<file path="config.mk">
export PLATFORM = sky130hd
export DESIGN_NAME = pwm_duty_sequencer
export DESIGN_NICKNAME = d
export VERILOG_FILES = /design/src/rtl/pwm_pkg.sv /design/src/rtl/pwm_duty_sequencer.sv
export SDC_FILE = /design/constraint.sdc
export NUM_CORES = 1
export LEC_CHECK = 0
export ABC_AREA = 1
export CELL_PAD_IN_SITES_DETAIL_PLACEMENT = 0
export CELL_PAD_IN_SITES_GLOBAL_PLACEMENT = 2
export CORE_ASPECT_RATIO = 2
export CORE_UTILIZATION = 31
export DETAILED_ROUTE_END_ITERATION = 8
export PLACE_DENSITY_LB_ADDON = 0.2
export SETUP_SLACK_MARGIN = 0.15
export SLEW_MARGIN = 30
export SYNTH_ARGS = -nofsm -noshare
export SYNTH_HDL_FRONTEND = slang
export SYNTH_SLANG_ARGS = --single-unit
</file>
<file path="constraint.sdc">
create_clock -name clk -period 4.89 [get_ports clk]
set_clock_uncertainty 0.05 [all_clocks]
set_input_delay 0.7335 -clock clk [delete_from_list [all_inputs] [get_ports clk]]
set_output_delay 0.7335 -clock clk [all_outputs]
set_load 0.1 [all_outputs]
</file>
<file path="src/rtl/pwm_pkg.sv">
// Shared types and helpers for the PWM duty sequencer.
// step_toward() is the single clamped-step primitive used by both ramping and soft-stop.
package pwm_pkg;

    typedef enum logic [1:0] {
        IDLE,
        RAMP,
        HOLD,
        STOP
    } seq_state_t;

    localparam int PWM_N  = 8;
    localparam int STEP_W = 32;

    // One step of at most 'rate' from cur toward tgt; never overshoots tgt.
    // The difference is formed one bit wider than the operands so it cannot overflow.
    function automatic logic [STEP_W-1:0] step_toward(
        input logic [STEP_W-1:0] cur,
        input logic [STEP_W-1:0] tgt,
        input logic [STEP_W-1:0] rate
    );
        logic [STEP_W:0]   diff;
        logic [STEP_W-1:0] result;
        if (tgt >= cur) begin
            diff = {1'b0, tgt} - {1'b0, cur};
        end else begin
            diff = {1'b0, cur} - {1'b0, tgt};
        end
        if (diff <= {1'b0, rate}) begin
            result = tgt;
        end else if (tgt >= cur) begin
            result = cur + rate;
        end else begin
            result = cur - rate;
        end
        return result;
    endfunction

endpackage

</file>
<file path="src/rtl/pwm_duty_sequencer.sv">
// Owns the PWM duty word: accepts target commands and slews duty toward them,
// updating only on PWM period boundaries, with soft-stop back down to zero.
module pwm_duty_sequencer
    import pwm_pkg::*;
#(
    parameter int N         = PWM_N,
    parameter int R         = 4,
    parameter int STOP_RATE = 1
) (
    input  logic         clk,
    input  logic         rst,
    input  logic         ena,
    input  logic         period_start,
    input  logic         cmd_valid,
    output logic         cmd_ready,
    input  logic [N-1:0] cmd_target,
    input  logic [R-1:0] cmd_rate,
    input  logic         stop,
    output logic [N-1:0] duty,
    output logic         busy,
    output logic         done
);

    seq_state_t   r_state;
    logic [N-1:0] r_duty;
    logic [N-1:0] r_target;
    logic [R-1:0] r_rate;
    logic         r_busy;
    logic         r_done;

    seq_state_t   w_next_state;
    logic [N-1:0] w_next_duty;
    logic [N-1:0] w_next_target;
    logic [R-1:0] w_next_rate;
    logic         w_next_done;
    logic         w_cmd_ready;
    logic         w_accept;
    logic [R-1:0] w_rate_in;
    logic [N-1:0] w_ramp_next;
    logic [N-1:0] w_stop_next;

    assign w_cmd_ready = ena & ~stop & ((r_state == IDLE) | (r_state == HOLD));
    assign w_accept    = cmd_valid & w_cmd_ready;
    assign w_rate_in   = (cmd_rate == '0) ? R'(1) : cmd_rate;

    assign w_ramp_next = N'(step_toward(STEP_W'(r_duty), STEP_W'(r_target), STEP_W'(r_rate)));
    assign w_stop_next = N'(step_toward(STEP_W'(r_duty), '0, STEP_W'(STOP_RATE)));

    always_comb begin
        w_next_state  = r_state;
        w_next_duty   = r_duty;
        w_next_target = r_target;
        w_next_rate   = r_rate;
        w_next_done   = 1'b0;
        case (r_state)
            IDLE, HOLD: begin
                // stop outranks a same-cycle command; IDLE ignores stop entirely
                if ((r_state == HOLD) && ena && stop) begin
                    w_next_state = STOP;
                end else if (w_accept) begin
                    w_next_target = cmd_target;
                    w_next_rate   = w_rate_in;
                    if (cmd_target == r_duty) begin
                        w_next_state = HOLD;
                        w_next_done  = 1'b1;
                    end else begin
                        w_next_state = RAMP;
                    end
                end
            end
            RAMP: begin
                if (ena && stop) begin
                    w_next_state = STOP;
                end else if (ena && period_start) begin
                    w_next_duty = w_ramp_next;
                    if (w_ramp_next == r_target) begin
                        w_next_state = HOLD;
                        w_next_done  = 1'b1;
                    end
                end
            end
            STOP: begin
                if (ena && period_start) begin
                    w_next_duty = w_stop_next;
                    if (w_stop_next == '0) begin
                        w_next_state = IDLE;
                        w_next_done  = 1'b1;
                    end
                end
            end
            default: begin
                w_next_state = IDLE;
            end
        endcase
    end

    always_ff @(posedge clk) begin
        if (rst) begin
            r_state  <= IDLE;
            r_duty   <= '0;
            r_target <= '0;
            r_rate   <= R'(1);
            r_busy   <= 1'b0;
            r_done   <= 1'b0;
        end else begin
            r_state  <= w_next_state;
            r_duty   <= w_next_duty;
            r_target <= w_next_target;
            r_rate   <= w_next_rate;
            r_busy   <= (w_next_state == RAMP) || (w_next_state == STOP);
            r_done   <= w_next_done;
        end
    end

    assign cmd_ready = w_cmd_ready;
    assign duty      = r_duty;
    assign busy      = r_busy;
    assign done      = r_done;

endmodule

</file>
### Word-level counts from Yosys, hierarchy flattened

Cells that the tools add are included.

* register bits after elaboration: 24
* output and inout bits: 11
* bits of input ports: 18

* magnitude comparators: 4
* bitwise logic cells: 6
* equal/unequal tests: 10
* multiplexer cells: 29
* reduce and logical (&&, ||, !) cells: 12
* add/sub/neg operators: 7

Operator list (number)
* $mux W33: 2
* $mux W8: 7
* $le A33 B1 Y1 const B: 1
* $le A33 B4 Y1: 1
* $sub A8 B8 Y9: 2
* $eq A8 B8 Y1: 2
* $mux W2: 8
* $pmux W8 S2: 1
* $sub A1 B8 Y9 const A: 1
* $add A8 B1 Y8 const B: 1
* $add A8 B4 Y8: 1
* $ge A1 B8 Y1 const A: 1
* $ge A8 B8 Y1: 1
* $logic_not A8 Y1: 1
* $mux W1: 8
* $sub A8 B1 Y8 const B: 1
* $sub A8 B4 Y8: 1
* $eq A2 B2 Y1 const B: 3
* $ne A2 B2 Y1 const B: 3
* $pmux W2 S3: 1
* $eq A2 B1 Y1 const B: 2
* $logic_and A1 B1 Y1: 4
* $logic_not A4 Y1: 1
* $mux W4: 1
* other kinds (10): 13

### Longest topological paths before layout

Gate-level depths: netlist (run 1).

* depth in word-level cells: 11
* mapped depth: 30
* depth with buffers taken out: 28

### Least setup slack after synthesis (run 1)

Ideal clock, no wire load.

* path type: flip-flop to flip-flop
* start: register r_duty[1] (netlist: duty[1])
* end: register r_state[0]
* path slack: 319 ps
* stages on the path, launching flop included: 28
* library setup time: 135 ps
* arrival time: 4386 ps
* path buffers: 1
* path through: dfxtp_1 -> inv_1 -> ha_1 -> nand2_1 -> nor2_2 -> nand2_1 -> nand3_2 -> a21oi_2 -> buf_4 -> inv_1 -> nor2_1 -> xor2_1 -> inv_1 -> ha_1 -> a21oi_1 -> nand2_1 -> a21oi_1 -> o21bai_1 -> xor2_1 -> inv_1 -> nand3_1 -> nand2_1 -> nor2_2 -> nand3_1 -> nor2_1 -> nand2_1 -> nand2_1 -> a21oi_1

* word-level cells in the longest chain between the ends: 9
* elaborated cells on any way between the ends: 29
* those cells by class: add/sub (7); order compare (4); eq/ne (2); mux (15); reduce/logical (1)

RTL lines
* start, declared: line pwm_duty_sequencer.sv:25 `logic [N-1:0] r_duty;`
* start signal, assigned: line pwm_duty_sequencer.sv:107 `r_duty <= w_next_duty;`
* $sub A8 B8 Y9 (tied with other cells): line pwm_pkg.sv:27 `diff = {1'b0, cur} - {1'b0, tgt};`
* $mux W33: line pwm_pkg.sv:24 `if (tgt >= cur) begin`
* $le A33 B4 Y1: line pwm_pkg.sv:29 `if (diff <= {1'b0, rate}) begin`
* $mux W8: line pwm_pkg.sv:29
* $eq A8 B8 Y1: line pwm_duty_sequencer.sv:76 `if (w_ramp_next == r_target) begin`
* $mux W2: line pwm_duty_sequencer.sv:76
* $mux W2: line pwm_duty_sequencer.sv:74 `end else if (ena && period_start) begin`
* $mux W2: line pwm_duty_sequencer.sv:72 `if (ena && stop) begin`
* $pmux W2 S3 *: line pwm_duty_sequencer.sv:55 `case (r_state)`
* end signal, assigned: line pwm_duty_sequencer.sv:106 `r_state <= w_next_state;`
* end, declared: line pwm_duty_sequencer.sv:24 `seq_state_t r_state;`

Every way passes the cells marked *; elsewhere a longest branch is shown, timed or not.
A chain may end at the register's enable or synchronous reset.

### Worst setup path in the final report (run 1)

* start: register r_duty[1] (netlist: duty[1])
* end: register r_done (netlist: done)

* word-level cells in the longest chain between the ends: 9
* elaborated cells on any way between the ends: 29
* those cells by class: add/sub (7); order compare (4); eq/ne (2); mux (15); reduce/logical (1)

RTL lines
* $sub A8 B8 Y9 (tied with other cells): line pwm_pkg.sv:27
* $mux W33: line pwm_pkg.sv:24
* $le A33 B4 Y1: line pwm_pkg.sv:29
* $mux W8: line pwm_pkg.sv:29
* $eq A8 B8 Y1: line pwm_duty_sequencer.sv:76
* $mux W1: line pwm_duty_sequencer.sv:76
* $mux W1: line pwm_duty_sequencer.sv:74
* $mux W1: line pwm_duty_sequencer.sv:72
* $pmux W1 S3 *: line pwm_duty_sequencer.sv:55
* end signal, assigned: line pwm_duty_sequencer.sv:111 `r_done <= w_next_done;`
* end, declared: line pwm_duty_sequencer.sv:29 `logic r_done;`

Marks and branches as above.

==> results of run 1 <==
==> per-layer routing <==
metal  vias to the layer above  routed length (µm)  global-route usage
li1                       1711                   -                   -
met1                      1511                4090               0.236
met2                        70                6060               0.441
met3                        23                 237              0.0127
met4                         0                 622               0.139
met5                         -                   0                   0
==> worst reg2reg max path: stages, from the launching register on <==
cell and delay [ns]:
dfxtp_2 0.48, inv_1 0.19, ha_1 0.38, nand2_1 0.10
nor2_2 0.04, nand2_1 0.06, nand3_2 0.08, a21oi_2 0.20
buf_4 0.22, o21ai_0 0.22, fa_1 0.51, nand3_1 0.09
nand2_1 0.08, a21oi_1 0.15, nor2_1 0.06, nor2_1 0.10
xor2_1 0.20, nand2_1 0.07, o21ai_1 0.09, inv_1 0.08
nand2_1 0.08, nand3_1 0.08, nor2_1 0.15, nand3_1 0.10
a21oi_2 0.12
==> kinds of logic after synthesis <==
kind of cell    after synthesis  share of synthesized area
simple gates                237                      0.333
buf+inv                      98                      0.129
compound gates               96                      0.169
fa+ha+maj                    40                      0.172
flops                        23                      0.149
xor+xnor                     17                     0.0482
==> sequential cells by signal, indices dropped and copies added (netlist names) <==
register  flops
duty          8
r_target      8
r_rate        4
r_state       2
done          1
==> worst max-delay path by stage <==
stage	endpoint	slack, ns	depth (start not counted)
floorplan	r_state[0]	0.32	27
CTS	done	0.59	24
global route	done	0.36	24
global placement	r_state[0]	0.68	25
finish	done	0.85	24
detailed placement	done	0.61	24
==> power by group through the flow <==
| stage | clock, µW | sequential [µW] | combinational [µW] |
|---|---|---|---|
| floorplan | 0 | 212 | 277 |
| CTS | 191 | 201 | 383 |
| finish | 187 | 201 | 380 |
| global placement | 0 | 206 | 384 |
| global route | 198 | 202 | 432 |
| detailed placement | 0 | 206 | 381 |
==> stage by stage <==
step / setup slack (ns) / hold slack (ns) / instance area (µm²) / power [µW] / std cells
after floorplan: 0.319 / 0.434 / 3090 / 489 / 511
after global placement: 0.676 / 0.508 / 3540 / 589 / 668
after detailed placement: 0.606 / 0.505 / 3540 / 587 / 668
after CTS: 0.592 / 0.514 / 3620 / 775 / 672
after global routing: 0.362 / 0.555 / 3620 / 833 / 672
final: 0.845 / 0.520 / 3620 / 768 / 672
==> final cells by class <==
type,instances,area share
Multi-Input combinational cell,390,0.616
Sequential cell,23,0.128
Timing Repair Buffer,40,0.102
Inverter,83,0.0861
Tap cell,132,0.0456
Clock buffer,3,0.0207
Clock inverter,1,0.00138
==> layout by cell type, fill, tap and decap left out, types with 3 or more instances in the layout <==
cell             synthesis  routed
nand2_1                139     139
inv_1                   83      83
a21oi_1                 46      46
nand3_1                 40      40
ha_1                    36      36
o21ai_0                 35      35
nor2_1                  28      28
clkdlybuf4s50_1          0      28
dfxtp_1                 23      22
buf_4                    1      12
nand4_1                  9       9
xnor2_1                  9       9
xor2_1                   8       8
nor2_2                   4       4
a21oi_2                  4       4
nand3b_1                 4       4
fa_1                     4       4
nand2_2                  3       3
nand3_2                  3       3
or2_2                    3       3
clkbuf_16                0       3
==> results_dict.tcl, run 1 <==
set metrics [dict create \
    fillers 1116 \
    hpwl_um 9290 \
    grt_pass1_wl_um 17500 \
    synth.area.top_cells "nand2_1 (17%), dfxtp_1 (15%), ha_1 (15%)" \
    rows 51 \
    syn_inst 511 \
    hold_path.class "reg -> reg" \
    tritoncts "done" \
    final_nets 599 \
    drive_gt1_frac 0.0630 \
    hold_buffers 0 \
    reg2reg_depth 24 \
    worst-slew-pin-transition_ns 0.981 \
    path_delay_family "simple AND/OR/NAND/NOR gates" \
    seqPwrFrac 0.262 \
    fin_crit_ns 4.04 \
    syn_nets 569 \
    cts_setup_buffers 0 \
    yosys_warnings 0 \
    cts_num_sinks 23 \
    die_w_um 72.6 \
    worstReg2RegStart "duty[1]" \
    clkLatencyLatePin_ns 0.27 \
    switchingPower_uw 333 \
    antennaDiodeCount 0 \
    grt_overflow_total 0 \
    yosys.area.top_type_share 0.169 \
    dr.pass1.iters 4 \
    synth_flop_cell "dfxtp_1" \
    finalSetupTns_ns 0 \
    io_pins 29 \
    multiInputGateArea_um2 2230 \
    syn_area_um2 3090 \
    power_density_nw_per_um2 212 \
    synth_edf_count 0 \
    die_h_um 143 \
    die_area_um2 10400 \
    min_from "r_target[7]" \
    synth_common_cells "nand2_1 (139), inv_1 (83), a21oi_1 (46), nand3_1 (40), ha_1 (36)" \
    synth_seq_area_share 0.149 \
    r2r_setup_slack_ns 0.85 \
    r2r-end "done" \
    ys_seq_elements 23 \
    vdd_drop_max_mv 0.107 \
    worst_path_most_repeated_cell "nand2_1" \
    synth_most_common_cell "nand2_1" \
    syn_to_final_growth_pct 17.1 \
    cts-buffers-inserted 3 \
    relSlewSlack 0.344 \
    grt_antenna_before_repair 0 \
    seqCellArea_um2 462 \
    worstSetupPathType "reg -> reg" \
    slowest_stage "fa_1" \
    cts_resized 0 \
    gr-usage-all-layers 0.230 \
    drc_errors 0 \
    syn_avg_cell_area_um2 6.05 \
    start_util 0.318 \
    worstPathArrival_ns 4.20 \
    status "completed" \
    drt_wl_total_um 11000 \
    drv_slew 0 \
    max-cap-violations 0 \
    core_um2 9700 \
    cts_root_buffer "clkbuf_16" \
    grt_max_degree 30 \
    endpoint_kind "register" \
    antenna_left 0 \
    clk_transition_reported_paths_ns 0.07 \
    hold_depth 2 \
    whs_endpoint "r_target[7]" \
    gp_congestion 0.883 \
    critical_path_buf_inv_count 3 \
    p_int_uw 435 \
    utilization 0.373 \
    required_ns 5.05 \
    critPathLaunchType "register" \
    p_leak_uw 0.00185 \
    via_per_inst 4.93 \
    portBuffers 28 \
    max_stage_delay_ns 0.51 \
    critPathMaxFanout 10 \
    synth_cell_type_count 34 \
    max_freq_mhz 247 \
    grt_pass1_vias 3262 \
    startpoint "duty[1]" \
    power_frac_comb 0.495 \
    htree_levels 1 \
    rsz0062_at_grt "false" \
    swShare 0.434 \
    clockBufferDepth 2 \
    synth-async-reset-ratio 0 \
    setup_viol 0 \
    finalHoldViolations 0 \
    vias 3315 \
    fin_crit_sh 0.827 \
    crit_chain "inv_1 > ha_1 > nand2_1 > nor2_2 > nand2_1 > nand3_2 > a21oi_2 > buf_4 > o21ai_0 > fa_1 > nand3_1 > nand2_1 > a21oi_1 > nor2_1 > nor2_1 > xor2_1 > nand2_1 > o21ai_1 > inv_1 > nand2_1 > nand3_1 > nor2_1 > nand3_1 > a21oi_2" \
    yosysTopAreaCell "nand2_1" \
    pwr-share-clk 0.243 \
    wire_per_inst_um 16.4 \
    first_iter_violations 155 \
]
Power figures use the tool's default switching activity.
==> inputs of run 2 (changes only) <==
clock period = 4.1 ns   (was 4.89 ns; I/O delays follow)
==> run 2 against run 1 <==
  * First-iteration DRC count fell by 31%
  * Wire length shrank 0.16%
  * Flip-flop and latch count is the same
  * Fmax up 11%
  * Critical path depth rose by 2
  * Count of clock-buffer cells in the layout unchanged
  * Clock power increased by 17%
  * Utilization rose by 2.8 points
  * Register-to-register slack lost 0.38 ns
  * Cell area grew 7.4%
  * Total power increased by 27%
  * Sequential power up 18%
==> results_dict.tcl, run 2 (same netlist as run 1, synthesis figures left out) <==
set metrics [dict create \
    status "completed" \
    rsz0062_at_grt "false" \
    setup_slack_ns 0.469 \
    worstReg2RegStart "duty[7]" \
    max-cap-violations 0 \
    vdd_drop_max_mv 0.154 \
    max_freq_mhz 275 \
    clkLatencyLatePin_ns 0.26 \
    worstPathArrival_ns 3.78 \
    finalHoldViolations 0 \
    critPathLaunchType "register" \
    tritoncts "done" \
    whs_endpoint "r_target[7]" \
    worst-slew-pin-transition_ns 0.974 \
    gr-usage-all-layers 0.226 \
    drt_wl_total_um 11000 \
    gp_congestion 0.905 \
    cts_num_sinks 23 \
    via_per_inst 4.86 \
    clockBufferDepth 2 \
    vias 3348 \
    relSlewSlack 0.349 \
    hpwl_um 9310 \
    wire_per_inst_um 16.0 \
    antennaDiodeCount 0 \
    drv_slew 0 \
    setup_viol 0 \
    p_leak_uw 0.00195 \
    drive_gt1_frac 0.138 \
    grt_pass1_vias 3392 \
    portBuffers 28 \
    drc_errors 0 \
    power_density_nw_per_um2 251 \
    layout_commonest_cell "nand2_1" \
    io_pins 29 \
    cts-buffers-inserted 3 \
    reg2reg_depth 26 \
    final_nets 616 \
    hold_buffers 0 \
    grt_antenna_before_repair 0 \
    start_util 0.318 \
    grt_pass1_wl_um 17300 \
    endpoint_kind "register" \
    die_w_um 72.6 \
    die_area_um2 10400 \
    fin_crit_sh 0.886 \
    first_iter_violations 107 \
    grt_max_degree 26 \
    cts_root_buffer "clkbuf_16" \
    hold_path.class "reg -> reg" \
    r2r_setup_slack_ns 0.47 \
    critPathMaxFanout 10 \
    layout_common_cells "nand2_1 (136), inv_1 (81), a21oi_1 (43)" \
    syn_to_final_growth_pct 25.8 \
    antenna_left 0 \
    dp_slack_ns 0.204 \
    fillers 1111 \
    min_from "r_target[7]" \
    clk_transition_reported_paths_ns 0.07 \
    hold_depth 2 \
    fin_crit_ns 3.63 \
    r2r-end "r_state[1]" \
    rows 51 \
    dr.pass1.iters 5 \
    worstSetupPathType "reg -> reg" \
    finalSetupTns_ns 0 \
    core_um2 9700 \
    die_h_um 143 \
    required_ns 4.25 \
    htree_levels 1 \
    grt_overflow_total 0 \
]
## run 2: changes by cell type in the layout (fill, tap and decap cells not counted), sizes merged
cell | before | now
buf | 12 | 30
clkdlybuf4s50 | 28 | 27
## run 2: where the power goes
group	internal (µW)	leakage [µW]	switching, µW	total [µW]
clock	132	0.0000409	87.9	219
combinational	201	0.00171	318	519
sequential	228	0.000194	8.56	237
## run 2: worst max-delay path by stage
stage / start / endpoint / slack, ns
after global routing: duty[6] / r_state[1] / 0.13
after floorplan: duty[6] / r_state[0] / 0.15
after global placement: duty[4] / done / 0.19
final: duty[7] / r_state[1] / 0.47
after detailed placement: duty[4] / done / 0.20
after CTS: duty[4] / done / 0.18
## run 2: final cells by class
class                   count  area, µm²  area share
well taps                 132        165      0.0425
clock inverters             1       5.00     0.00129
multi-input cells         390       2330       0.599
repair buffers             57        512       0.132
flip-flops and latches     23        488       0.126
clock buffers               3       75.1      0.0193
inverters                  83        312      0.0802
## run 2: routing by layer
metal	track usage	vias to the layer above	routed length (µm)
met3	0.0134	25	194
met5	0	-	0
met4	0.106	0	497
met1	0.225	1514	4060
li1	-	1743	-
met2	0.454	66	6240
## run 2: metrics by stage
step	cells	hold slack [ns]	total power, µW	area [µm²]	util
global placement	683	0.502	735	3680	0.380
global route	689	0.558	1050	3890	0.401
finish	689	0.526	975	3890	0.401
floorplan	511	0.434	580	3110	-
detailed placement	683	0.506	734	3680	0.380
CTS	687	0.518	954	3760	0.388
## run 2: worst max-delay path, stage by stage (launching register included)
cell and delay [ns]:
dfxtp_4 0.34, inv_1 0.05, ha_1 0.39, nand2_1 0.11, nor2_2 0.19, nand2_1 0.09
nand2_2 0.09, a21oi_4 0.05, buf_6 0.15, o21ai_1 0.24, ha_1 0.33, a21oi_1 0.14
nand2_1 0.11, a21oi_2 0.14, nor2_1 0.05, nor2_1 0.11, xor2_1 0.21, nand2_1 0.07
o21ai_1 0.07, inv_1 0.06, nand2_1 0.07, inv_1 0.04, nor2_1 0.11, nand2_1 0.06
nand2_1 0.05, nand2_1 0.07, a21oi_2 0.11
## run 2: repair_timing
action                     in CTS  in global routing
setup endpoints to repair       0                  6
setup buffers                   0                  2
resized for setup               0                 29
==> inputs of run 3 (changes only) <==
==> constraint.sdc (replaced) <==
create_clock -name clk -period 4.1 [get_ports clk]
set_clock_uncertainty 0.05 [all_clocks]
set_input_delay 1.23 -clock clk [delete_from_list [all_inputs] [get_ports clk]]
set_output_delay 1.23 -clock clk [all_outputs]
set_load 0.1 [all_outputs]
==> run 3 against run 2 <==
  * Total power increased by 8.1%
  * Sequential share of layout area down 0.58 points
  * Clock power barely moved
  * Critical path type unchanged
==> results_dict.tcl, run 3 (same netlist as run 1, synthesis figures left out) <==
set metrics [dict create \
    pwr-share-clk 0.210 \
    worstSetupPathType "reg -> reg" \
    max_freq_mhz 270 \
    slowest_stage "dfxtp_4" \
    seqPwrFrac 0.225 \
    hold_ws_ns 0.504 \
    portBuffers 28 \
    start_util 0.318 \
    switchingPower_uw 441 \
    critPathLaunchType "register" \
    wire_per_inst_um 16.5 \
    p_int_uw 613 \
    endpoint_kind "register" \
    dr.pass1.iters 5 \
    via_per_inst 4.91 \
    fin_crit_ns 3.70 \
    max-cap-violations 0 \
    drt_wl_total_um 11700 \
    required_ns 4.21 \
    max_stage_delay_ns 0.34 \
    clockBufferDepth 2 \
    grt_max_degree 21 \
    layout_commonest_cell "nand2_1" \
    first_iter_violations 123 \
    worst_path_most_repeated_cell "nand2_1" \
    instances_no_fill 708 \
    dpl_cell_area_um2 3780 \
    fin_crit_sh 0.904 \
    drc_errors 0 \
    tritoncts "done" \
    hold_path.class "reg -> reg" \
    placed_cells 697 \
    p_leak_uw 0.00206 \
    hold_buffers 0 \
    htree_levels 1 \
    grt_antenna_before_repair 0 \
    vias 3473 \
    finalHoldViolations 0 \
    grt_pass1_vias 3505 \
    clk_transition_reported_paths_ns 0.06 \
    setup_viol 0 \
    status "completed" \
    critPathMaxFanout 20 \
    worst-slew-pin-transition_ns 0.970 \
    io_pins 29 \
    vdd_drop_max_mv 0.127 \
    stdcell_area_um2 4120 \
    die_w_um 72.6 \
    antennaDiodeCount 0 \
    die_area_um2 10400 \
    clkLatencyLatePin_ns 0.27 \
    rsz0062_at_grt "false" \
    power_frac_comb 0.564 \
    relSlewSlack 0.351 \
    gp_congestion 0.921 \
    grt_pass1_wl_um 17900 \
    antenna_left 0 \
    cts_root_buffer "clkbuf_16" \
    core_um2 9700 \
    die_h_um 143 \
    power_density_nw_per_um2 256 \
    hpwl_um 9660 \
    total_power_uw 1050 \
    swShare 0.418 \
    finalSetupTns_ns 0 \
    final_nets 635 \
    syn_to_final_growth_pct 33.3 \
    cts_num_sinks 23 \
    drive_gt1_frac 0.212 \
    cts-buffers-inserted 3 \
    rows 51 \
    gr-usage-all-layers 0.236 \
    worstPathArrival_ns 3.81 \
    drv_slew 0 \
    grt_overflow_total 0 \
    layout_common_cells "nand2_1 (134), inv_1 (79), buf_4 (54)" \
]
## run 3: per-layer routing
layer  wire (µm)  GRT usage
met5           0          0
met4         533      0.128
met1        4190      0.222
met3         179     0.0127
met2        6810      0.481
## run 3: worst paths after layout
path | slack (ns) | from | depth (start not counted) | end
worst min-delay path | 0.50 | r_target[6] | 2 | r_target[6]
worst max-delay path | 0.40 | duty[7] | 29 | r_state[0]
worst min register to register | 0.50 | r_target[6] | 2 | r_target[6]
worst max register to register | 0.40 | duty[7] | 29 | r_state[0]
## run 3: cell type report
cell class | instances | area (µm²)
clock inverter | 1 | 5.00
fill | 1104 | 5580
sequential | 23 | 493
multi-input combinational | 390 | 2420
tap | 132 | 165
inverter | 83 | 312
clock buffer | 3 | 75.1
timing repair buffer | 76 | 646
## run 3: power by group through the flow
stage | sequential (µW) | clock (µW) | combinational, µW
floorplan | 249 | 0 | 331
global placement | 241 | 0 | 541
detailed placement | 241 | 0 | 540
CTS | 236 | 226 | 543
global route | 239 | 236 | 657
finish | 238 | 222 | 595
## run 3: metrics by stage
stage                util  setup slack (ns)
floorplan               -             0.153
global placement    0.390             0.240
detailed placement  0.390             0.191
CTS                 0.398             0.170
global route        0.424             0.123
finish              0.424             0.396
## run 3: critical path: cells and delay by family, from the launching register on
kind                     cells  cell delay [ns]
AO/OA/AOI/OAI                6             0.59
XOR/XNOR                     1             0.15
adder cells (fa/ha/maj)      2             0.52
buffers and inverters        7             0.85
flip-flops                   1             0.34
AND/OR/NAND/NOR             13             1.10
## run 3: what timing repair did
action | CTS | global route
setup endpoints to repair | 0 | 8
setup buffers | 0 | 7
resized for setup | 0 | 47
